===== src/rtl/decode_wb_1.sv =====
// -----------------------------------------------------------------------------
// decode_wb_1 : Y86-64 decode / write-back stage
//
// Purpose
//   Consumes the D pipeline register, picks source/destination register IDs,
//   reads the 15-entry register file, and resolves data hazards by forwarding
//   from E, M and W. It also performs W-stage write-back and drives the
//   E pipeline register, which can be loaded with a bubble.
//
// Ports
//   clk, rst                 clock, synchronous active-high reset
//   D_*                      D pipeline register (stat, icode, ifun, rA, rB,
//                            valC, valP)
//   e_dstE, e_valE           execute-stage forwarding source
//   M_dstE, M_dstM, M_valE,
//   m_valM                   memory-stage forwarding sources
//   W_dstE, W_dstM, W_valE,
//   W_valM                   write-back port and last forwarding source
//   E_bubble                 load a nop into E on the next edge
//   d_srcA, d_srcB           combinational source IDs for the hazard unit
//   E_*                      E pipeline register outputs
// -----------------------------------------------------------------------------
module decode_wb_1 #(
    parameter logic [3:0] RNONE = 4'hF,
    parameter logic [3:0] RRSP  = 4'h4
) (
    input  logic        clk,
    input  logic        rst,
    input  logic [1:0]  D_stat,
    input  logic [3:0]  D_icode,
    input  logic [3:0]  D_ifun,
    input  logic [3:0]  D_rA,
    input  logic [3:0]  D_rB,
    input  logic [63:0] D_valC,
    input  logic [63:0] D_valP,
    input  logic [3:0]  e_dstE,
    input  logic [63:0] e_valE,
    input  logic [3:0]  M_dstE,
    input  logic [3:0]  M_dstM,
    input  logic [63:0] M_valE,
    input  logic [63:0] m_valM,
    input  logic [3:0]  W_dstE,
    input  logic [3:0]  W_dstM,
    input  logic [63:0] W_valE,
    input  logic [63:0] W_valM,
    input  logic        E_bubble,
    output logic [3:0]  d_srcA,
    output logic [3:0]  d_srcB,
    output logic [1:0]  E_stat,
    output logic [3:0]  E_icode,
    output logic [3:0]  E_ifun,
    output logic [63:0] E_valC,
    output logic [63:0] E_valA,
    output logic [63:0] E_valB,
    output logic [3:0]  E_dstE,
    output logic [3:0]  E_dstM,
    output logic [3:0]  E_srcA,
    output logic [3:0]  E_srcB
);

    localparam int NREGS = 15;

    localparam logic [3:0] I_NOP    = 4'h1;
    localparam logic [3:0] I_RRMOVQ = 4'h2;
    localparam logic [3:0] I_IRMOVQ = 4'h3;
    localparam logic [3:0] I_RMMOVQ = 4'h4;
    localparam logic [3:0] I_MRMOVQ = 4'h5;
    localparam logic [3:0] I_OPQ    = 4'h6;
    localparam logic [3:0] I_JXX    = 4'h7;
    localparam logic [3:0] I_CALL   = 4'h8;
    localparam logic [3:0] I_RET    = 4'h9;
    localparam logic [3:0] I_PUSHQ  = 4'hA;
    localparam logic [3:0] I_POPQ   = 4'hB;

    logic [63:0] rf_q [0:NREGS-1];

    logic [3:0]  d_srcA_s;
    logic [3:0]  d_srcB_s;
    logic [3:0]  d_dstE_s;
    logic [3:0]  d_dstM_s;
    logic [63:0] rf_a_s;
    logic [63:0] rf_b_s;
    logic [63:0] d_valA_s;
    logic [63:0] d_valB_s;

    logic [1:0]  e_stat_d,  e_stat_q;
    logic [3:0]  e_icode_d, e_icode_q;
    logic [3:0]  e_ifun_d,  e_ifun_q;
    logic [63:0] e_valC_d,  e_valC_q;
    logic [63:0] e_valA_d,  e_valA_q;
    logic [63:0] e_valB_d,  e_valB_q;
    logic [3:0]  e_dstE_d,  e_dstE_q;
    logic [3:0]  e_dstM_d,  e_dstM_q;
    logic [3:0]  e_srcA_d,  e_srcA_q;
    logic [3:0]  e_srcB_d,  e_srcB_q;

    // Forwarding chain: the youngest producer wins. A source of RNONE never
    // matches, so a "no register" destination can not leak data into it.
    function automatic logic [63:0] fwd_sel(
        input logic [3:0]  src,
        input logic [63:0] rf_val,
        input logic [3:0]  f_e_dstE,
        input logic [63:0] f_e_valE,
        input logic [3:0]  f_M_dstM,
        input logic [63:0] f_m_valM,
        input logic [3:0]  f_M_dstE,
        input logic [63:0] f_M_valE,
        input logic [3:0]  f_W_dstM,
        input logic [63:0] f_W_valM,
        input logic [3:0]  f_W_dstE,
        input logic [63:0] f_W_valE
    );
        logic [63:0] r;
        if (src == RNONE)           r = rf_val;
        else if (src == f_e_dstE)   r = f_e_valE;
        else if (src == f_M_dstM)   r = f_m_valM;
        else if (src == f_M_dstE)   r = f_M_valE;
        else if (src == f_W_dstM)   r = f_W_valM;
        else if (src == f_W_dstE)   r = f_W_valE;
        else                        r = rf_val;
        return r;
    endfunction

    // Register ID selection from the instruction code.
    always_comb begin
        d_srcA_s = RNONE;
        d_srcB_s = RNONE;
        d_dstE_s = RNONE;
        d_dstM_s = RNONE;
        case (D_icode)
            I_RRMOVQ: begin
                d_srcA_s = D_rA;
                d_dstE_s = D_rB;
            end
            I_IRMOVQ: d_dstE_s = D_rB;
            I_RMMOVQ: begin
                d_srcA_s = D_rA;
                d_srcB_s = D_rB;
            end
            I_MRMOVQ: begin
                d_srcB_s = D_rB;
                d_dstM_s = D_rA;
            end
            I_OPQ: begin
                d_srcA_s = D_rA;
                d_srcB_s = D_rB;
                d_dstE_s = D_rB;
            end
            I_CALL: begin
                d_srcB_s = RRSP;
                d_dstE_s = RRSP;
            end
            I_RET: begin
                d_srcA_s = RRSP;
                d_srcB_s = RRSP;
                d_dstE_s = RRSP;
            end
            I_PUSHQ: begin
                d_srcA_s = D_rA;
                d_srcB_s = RRSP;
                d_dstE_s = RRSP;
            end
            I_POPQ: begin
                d_srcA_s = RRSP;
                d_srcB_s = RRSP;
                d_dstE_s = RRSP;
                d_dstM_s = D_rA;
            end
            default: begin
                d_srcA_s = RNONE;
                d_srcB_s = RNONE;
                d_dstE_s = RNONE;
                d_dstM_s = RNONE;
            end
        endcase
    end

    // Asynchronous register-file read; RNONE reads as zero.
    always_comb begin
        rf_a_s = 64'd0;
        rf_b_s = 64'd0;
        if (d_srcA_s != RNONE) rf_a_s = rf_q[d_srcA_s];
        else                   rf_a_s = 64'd0;
        if (d_srcB_s != RNONE) rf_b_s = rf_q[d_srcB_s];
        else                   rf_b_s = 64'd0;
    end

    // Operand selection: jXX/call carry valP in valA, else forward or read.
    always_comb begin
        d_valA_s = 64'd0;
        d_valB_s = fwd_sel(d_srcB_s, rf_b_s, e_dstE, e_valE, M_dstM, m_valM,
                           M_dstE, M_valE, W_dstM, W_valM, W_dstE, W_valE);
        if ((D_icode == I_JXX) || (D_icode == I_CALL)) begin
            d_valA_s = D_valP;
        end else begin
            d_valA_s = fwd_sel(d_srcA_s, rf_a_s, e_dstE, e_valE, M_dstM, m_valM,
                               M_dstE, M_valE, W_dstM, W_valM, W_dstE, W_valE);
        end
    end

    // Register-file write-back; valM is tested first so popq %rsp keeps
    // the loaded value when both ports name the same register.
    always_ff @(posedge clk) begin
        if (rst) begin
            for (int i = 0; i < NREGS; i++) rf_q[i] <= 64'd0;
        end else begin
            for (int i = 0; i < NREGS; i++) begin
                if ((W_dstM != RNONE) && (W_dstM == 4'(i)))      rf_q[i] <= W_valM;
                else if ((W_dstE != RNONE) && (W_dstE == 4'(i))) rf_q[i] <= W_valE;
                else                                             rf_q[i] <= rf_q[i];
            end
        end
    end

    // E register next state: bubble on reset or request, else capture decode.
    always_comb begin
        e_stat_d  = 2'd0;
        e_icode_d = I_NOP;
        e_ifun_d  = 4'd0;
        e_valC_d  = 64'd0;
        e_valA_d  = 64'd0;
        e_valB_d  = 64'd0;
        e_dstE_d  = RNONE;
        e_dstM_d  = RNONE;
        e_srcA_d  = RNONE;
        e_srcB_d  = RNONE;
        if (rst || E_bubble) begin
            e_icode_d = I_NOP;
        end else begin
            e_stat_d  = D_stat;
            e_icode_d = D_icode;
            e_ifun_d  = D_ifun;
            e_valC_d  = D_valC;
            e_valA_d  = d_valA_s;
            e_valB_d  = d_valB_s;
            e_dstE_d  = d_dstE_s;
            e_dstM_d  = d_dstM_s;
            e_srcA_d  = d_srcA_s;
            e_srcB_d  = d_srcB_s;
        end
    end

    // E pipeline register.
    always_ff @(posedge clk) begin
        e_stat_q  <= e_stat_d;
        e_icode_q <= e_icode_d;
        e_ifun_q  <= e_ifun_d;
        e_valC_q  <= e_valC_d;
        e_valA_q  <= e_valA_d;
        e_valB_q  <= e_valB_d;
        e_dstE_q  <= e_dstE_d;
        e_dstM_q  <= e_dstM_d;
        e_srcA_q  <= e_srcA_d;
        e_srcB_q  <= e_srcB_d;
    end

    assign d_srcA  = d_srcA_s;
    assign d_srcB  = d_srcB_s;
    assign E_stat  = e_stat_q;
    assign E_icode = e_icode_q;
    assign E_ifun  = e_ifun_q;
    assign E_valC  = e_valC_q;
    assign E_valA  = e_valA_q;
    assign E_valB  = e_valB_q;
    assign E_dstE  = e_dstE_q;
    assign E_dstM  = e_dstM_q;
    assign E_srcA  = e_srcA_q;
    assign E_srcB  = e_srcB_q;

endmodule

===== config.mk =====
export PLATFORM = sky130hd
export DESIGN_NAME = decode_wb_1
export DESIGN_NICKNAME = d
export VERILOG_FILES = /design/src/rtl/decode_wb_1.sv
export SDC_FILE = /design/constraint.sdc
export NUM_CORES = 2
export LEC_CHECK = 0
export ABC_AREA = 1
export CELL_PAD_IN_SITES_DETAIL_PLACEMENT = 1
export CELL_PAD_IN_SITES_GLOBAL_PLACEMENT = 2
export CORE_UTILIZATION = 34
export DETAILED_ROUTE_END_ITERATION = 10
export GPL_TIMING_DRIVEN = 0
export PLACE_DENSITY = 0.9
export RECOVER_POWER = 100
export SETUP_SLACK_MARGIN = 0.15
export SYNTH_ARGS = -nofsm -noshare
export SYNTH_HDL_FRONTEND = slang
export SYNTH_SLANG_ARGS = --single-unit

===== constraint.sdc =====
create_clock -name clk -period 6.45 [get_ports clk]
set_input_delay 0.9675 -clock clk [delete_from_list [all_inputs] [get_ports clk]]
set_output_delay 0.9675 -clock clk [all_outputs]
set_load 0.05 [all_outputs]

==> flow_metrics.tcl <==
set metrics [dict create \
    status "complete, but fails checks" \
    violations "max-capacitance violations, max-slew violations, negative setup slack" \
    fp.coreArea_um2 214400 \
    num-fill-cells 26670 \
    finalMaxSlewViolations 411 \
    drt_iter0_drc 11624 \
    ctsResizeCount 0 \
    post_drt_wl_per_cell_um 33.78 \
    syn_area_per_cell_um2 7.239 \
    grt_overflow 0 \
    busiest_layer "met2" \
    final_cell_mix "2639 x nand2_1, 1829 x nand3_1, 960 x edfxtp_1" \
    drt-vias-per-instance 6.216 \
    die-area_um2 217300 \
    reg2regPathDepth 10 \
    hold_class "primary input to flip-flop" \
    grt_pass1_vias 85580 \
    syn_area_um2 73250 \
    fmax_ghz 0.1475 \
    timing.final.ws_setup_ps -331.5 \
    clk_latency_ps 860 \
    fp-row-count 170 \
    grtUsageMet3_pct 13.59 \
    async_flop_share_pct 0 \
    cts-root-buf "clkbuf_16" \
    clock_sinks 1178 \
    synth.top_cell.area_share_pct 39.36 \
    power.total_mw 24.12 \
    met1_usage_pct 49.09 \
    finalWeightedCongestion 1.044 \
    period_share_pct 105.1 \
    clock_skew_ps 29.70 \
    netlist_top_cells_area "edfxtp_1 39%, nand2_1 14%, nand3_1 13%" \
    ioPinCount 715 \
    synth_cell_types 34 \
    maxCapViolCount 24 \
    yosysWarnings 0 \
    peakVddDrop_mv 0.3065 \
    grt_start_max_net_pins 43 \
    synth_edf_count 960 \
    area_growth_pct 21.91 \
    required_ps 7000 \
    synth_nets 10607 \
    cts_setup_buffers 0 \
    relSlewSlack_pct -145.4 \
    drc 0 \
    powerDensity_nw_per_um2 270.2 \
    worstReg2RegStart "rf_q[10][4]" \
    placed_area_um2 84500 \
    period_minus_slack_ps 6782 \
    die-height_um 466.1 \
    critPathKind "primary input to flip-flop" \
    hold_end "E_ifun[2]" \
    design_area_um2 89290 \
    hp-start "D_ifun[2]" \
    synth-seq-cells 1178 \
    ys_seq_area_share_pct 45.32 \
    cp.arrival_ps 7330 \
    grt_antenna_before_repair 38 \
    met2_usage_pct 62.47 \
    drive_above_1_share_pct 4.843 \
    final_antenna_net_count 0 \
    die_x_um 466.1 \
    cts_tree "yes" \
    clkTransAtPathRegs_ps 50 \
    synthFlopType "edfxtp_1" \
    rrSetupSlack_ps 4080 \
    dr_total_vias 86943 \
    io_buffers 650 \
    holdBufCountCts 0 \
    first_pass_iters 8 \
    worstMarginPinSlew_ps 3681 \
    rsz0062_at_grt "false" \
    layout_commonest_cell "nand2_1" \
    initial_core_util_pct 34.16 \
    fin_util_pct 41.65 \
    h-tree-depth 4 \
    track_usage_pct 41.91 \
    setup_viol 77 \
    dp_hpwl_um 358700 \
    leakagePower_nw 36.23 \
    nNetsFinal 11460 \
    final_hold_viol_count 0 \
    synth_top_area_cell "edfxtp_1" \
    cp-start-kind "primary input" \
    cts_made_buffers 155 \
    grt_pass1_wl_um 644700 \
    hold_depth 3 \
    drt-total-wl_um 472400 \
    syn_inst 10118 \
    path_max_fanout 34 \
    end_kind "flip-flop" \
    rr_endpoint "E_valB[4]" \
    clock_path_buffers 3 \
]
-- stage by stage --
step                hold WS (ps)  setup WS [ps]  std cells  TNS (ps)
finish                     639.3         -331.5      13986    -12650
global route               645.4          143.8      13945         0
CTS                        610.9          377.2      13927         0
detailed placement          1047         -9.959      13652    -64.61
global placement            1004          -3877      13606  -1703790
floorplan                  905.8           1443      10118         0
-- worst max-delay path: stages --
cell           delay [ps]
dlygate4sd3_1         620
nor2_1                370
inv_1                 150
nor2_1                440
nor3_1                230
inv_1                1210
nand2_1              1650
inv_1                 690
nand2_4               490
buf_16                420
-- metal layers --
layer / up-vias / part of all wire (%)
met5: - / 0.034
met4: 26 / 9.1
met3: 1664 / 12
met2: 6350 / 43
met1: 42548 / 36
li1: 36355 / -
-- registers in the layout, summed over array words and instances, names as in the netlist, 4 cells and up --
register and cells:
E_srcB 4, E_ifun 4, E_valA 64, rf_q 960, E_dstE 4, E_icode 4, E_srcA 4, E_valC 64
E_valB 64, E_dstM 4
-- report_power, final --
part	internal, mW	switching (mW)
combinational	1.49	4.28
sequential	8.92	0.346
clock	5.24	3.86
total	15.6	8.48
-- worst max path at each step --
stage	slack, ps	cells after the start	endpoint	start
floorplan	1440	5	rf_q[7][0]	W_dstM[2]
global placement	-3880	6	rf_q[7][33]	rst
detailed placement	-10	11	rf_q[7][33]	rst
CTS	380	10	d_srcB[3]	D_icode[3]
global route	140	19	E_valA[62]	D_icode[2]
finish	-330	10	rf_q[0][35]	W_dstM[1]
-- cell usage after synthesis, types with 20 or more instances --
master    number
a21oi_1      845
a31oi_1       83
buf_1         92
buf_2        205
buf_4         20
clkbuf_1     675
clkinv_1      65
dfxtp_1      218
edfxtp_1     960
inv_1        834
nand2_1     2641
nand3_1     1836
nor2_1       128
o21ai_0      880
o21ai_1      107
o22ai_1      448
xor2_1        23
-- cell type report --
type | instances | area [um2] | share of cell area [%]
tap | 2838 | 3551 | 3.977
multi-input combinational | 7029 | 32660 | 36.57
inverter | 917 | 3442 | 3.855
timing repair buffer | 696 | 7173 | 8.033
clock buffer | 199 | 4295 | 4.810
sequential | 1178 | 33190 | 37.17
antenna | 59 | 147.6 | 0.1653
buffer | 994 | 4084 | 4.574
clock inverter | 76 | 754.5 | 0.8449
-- kinds of logic (layout without fill, tap and decap cells) --
family | Yosys count | after routing | synth area share (%)
other cells | 0 | 59 | 0
xor+xnor | 24 | 24 | 0.2870
buf+inv | 1911 | 2882 | 10.27
compound gates | 2372 | 2372 | 17.16
simple gates | 4633 | 4633 | 26.97
flops | 1178 | 1178 | 45.32
Note: power is estimated with default switching activity, not from simulation.
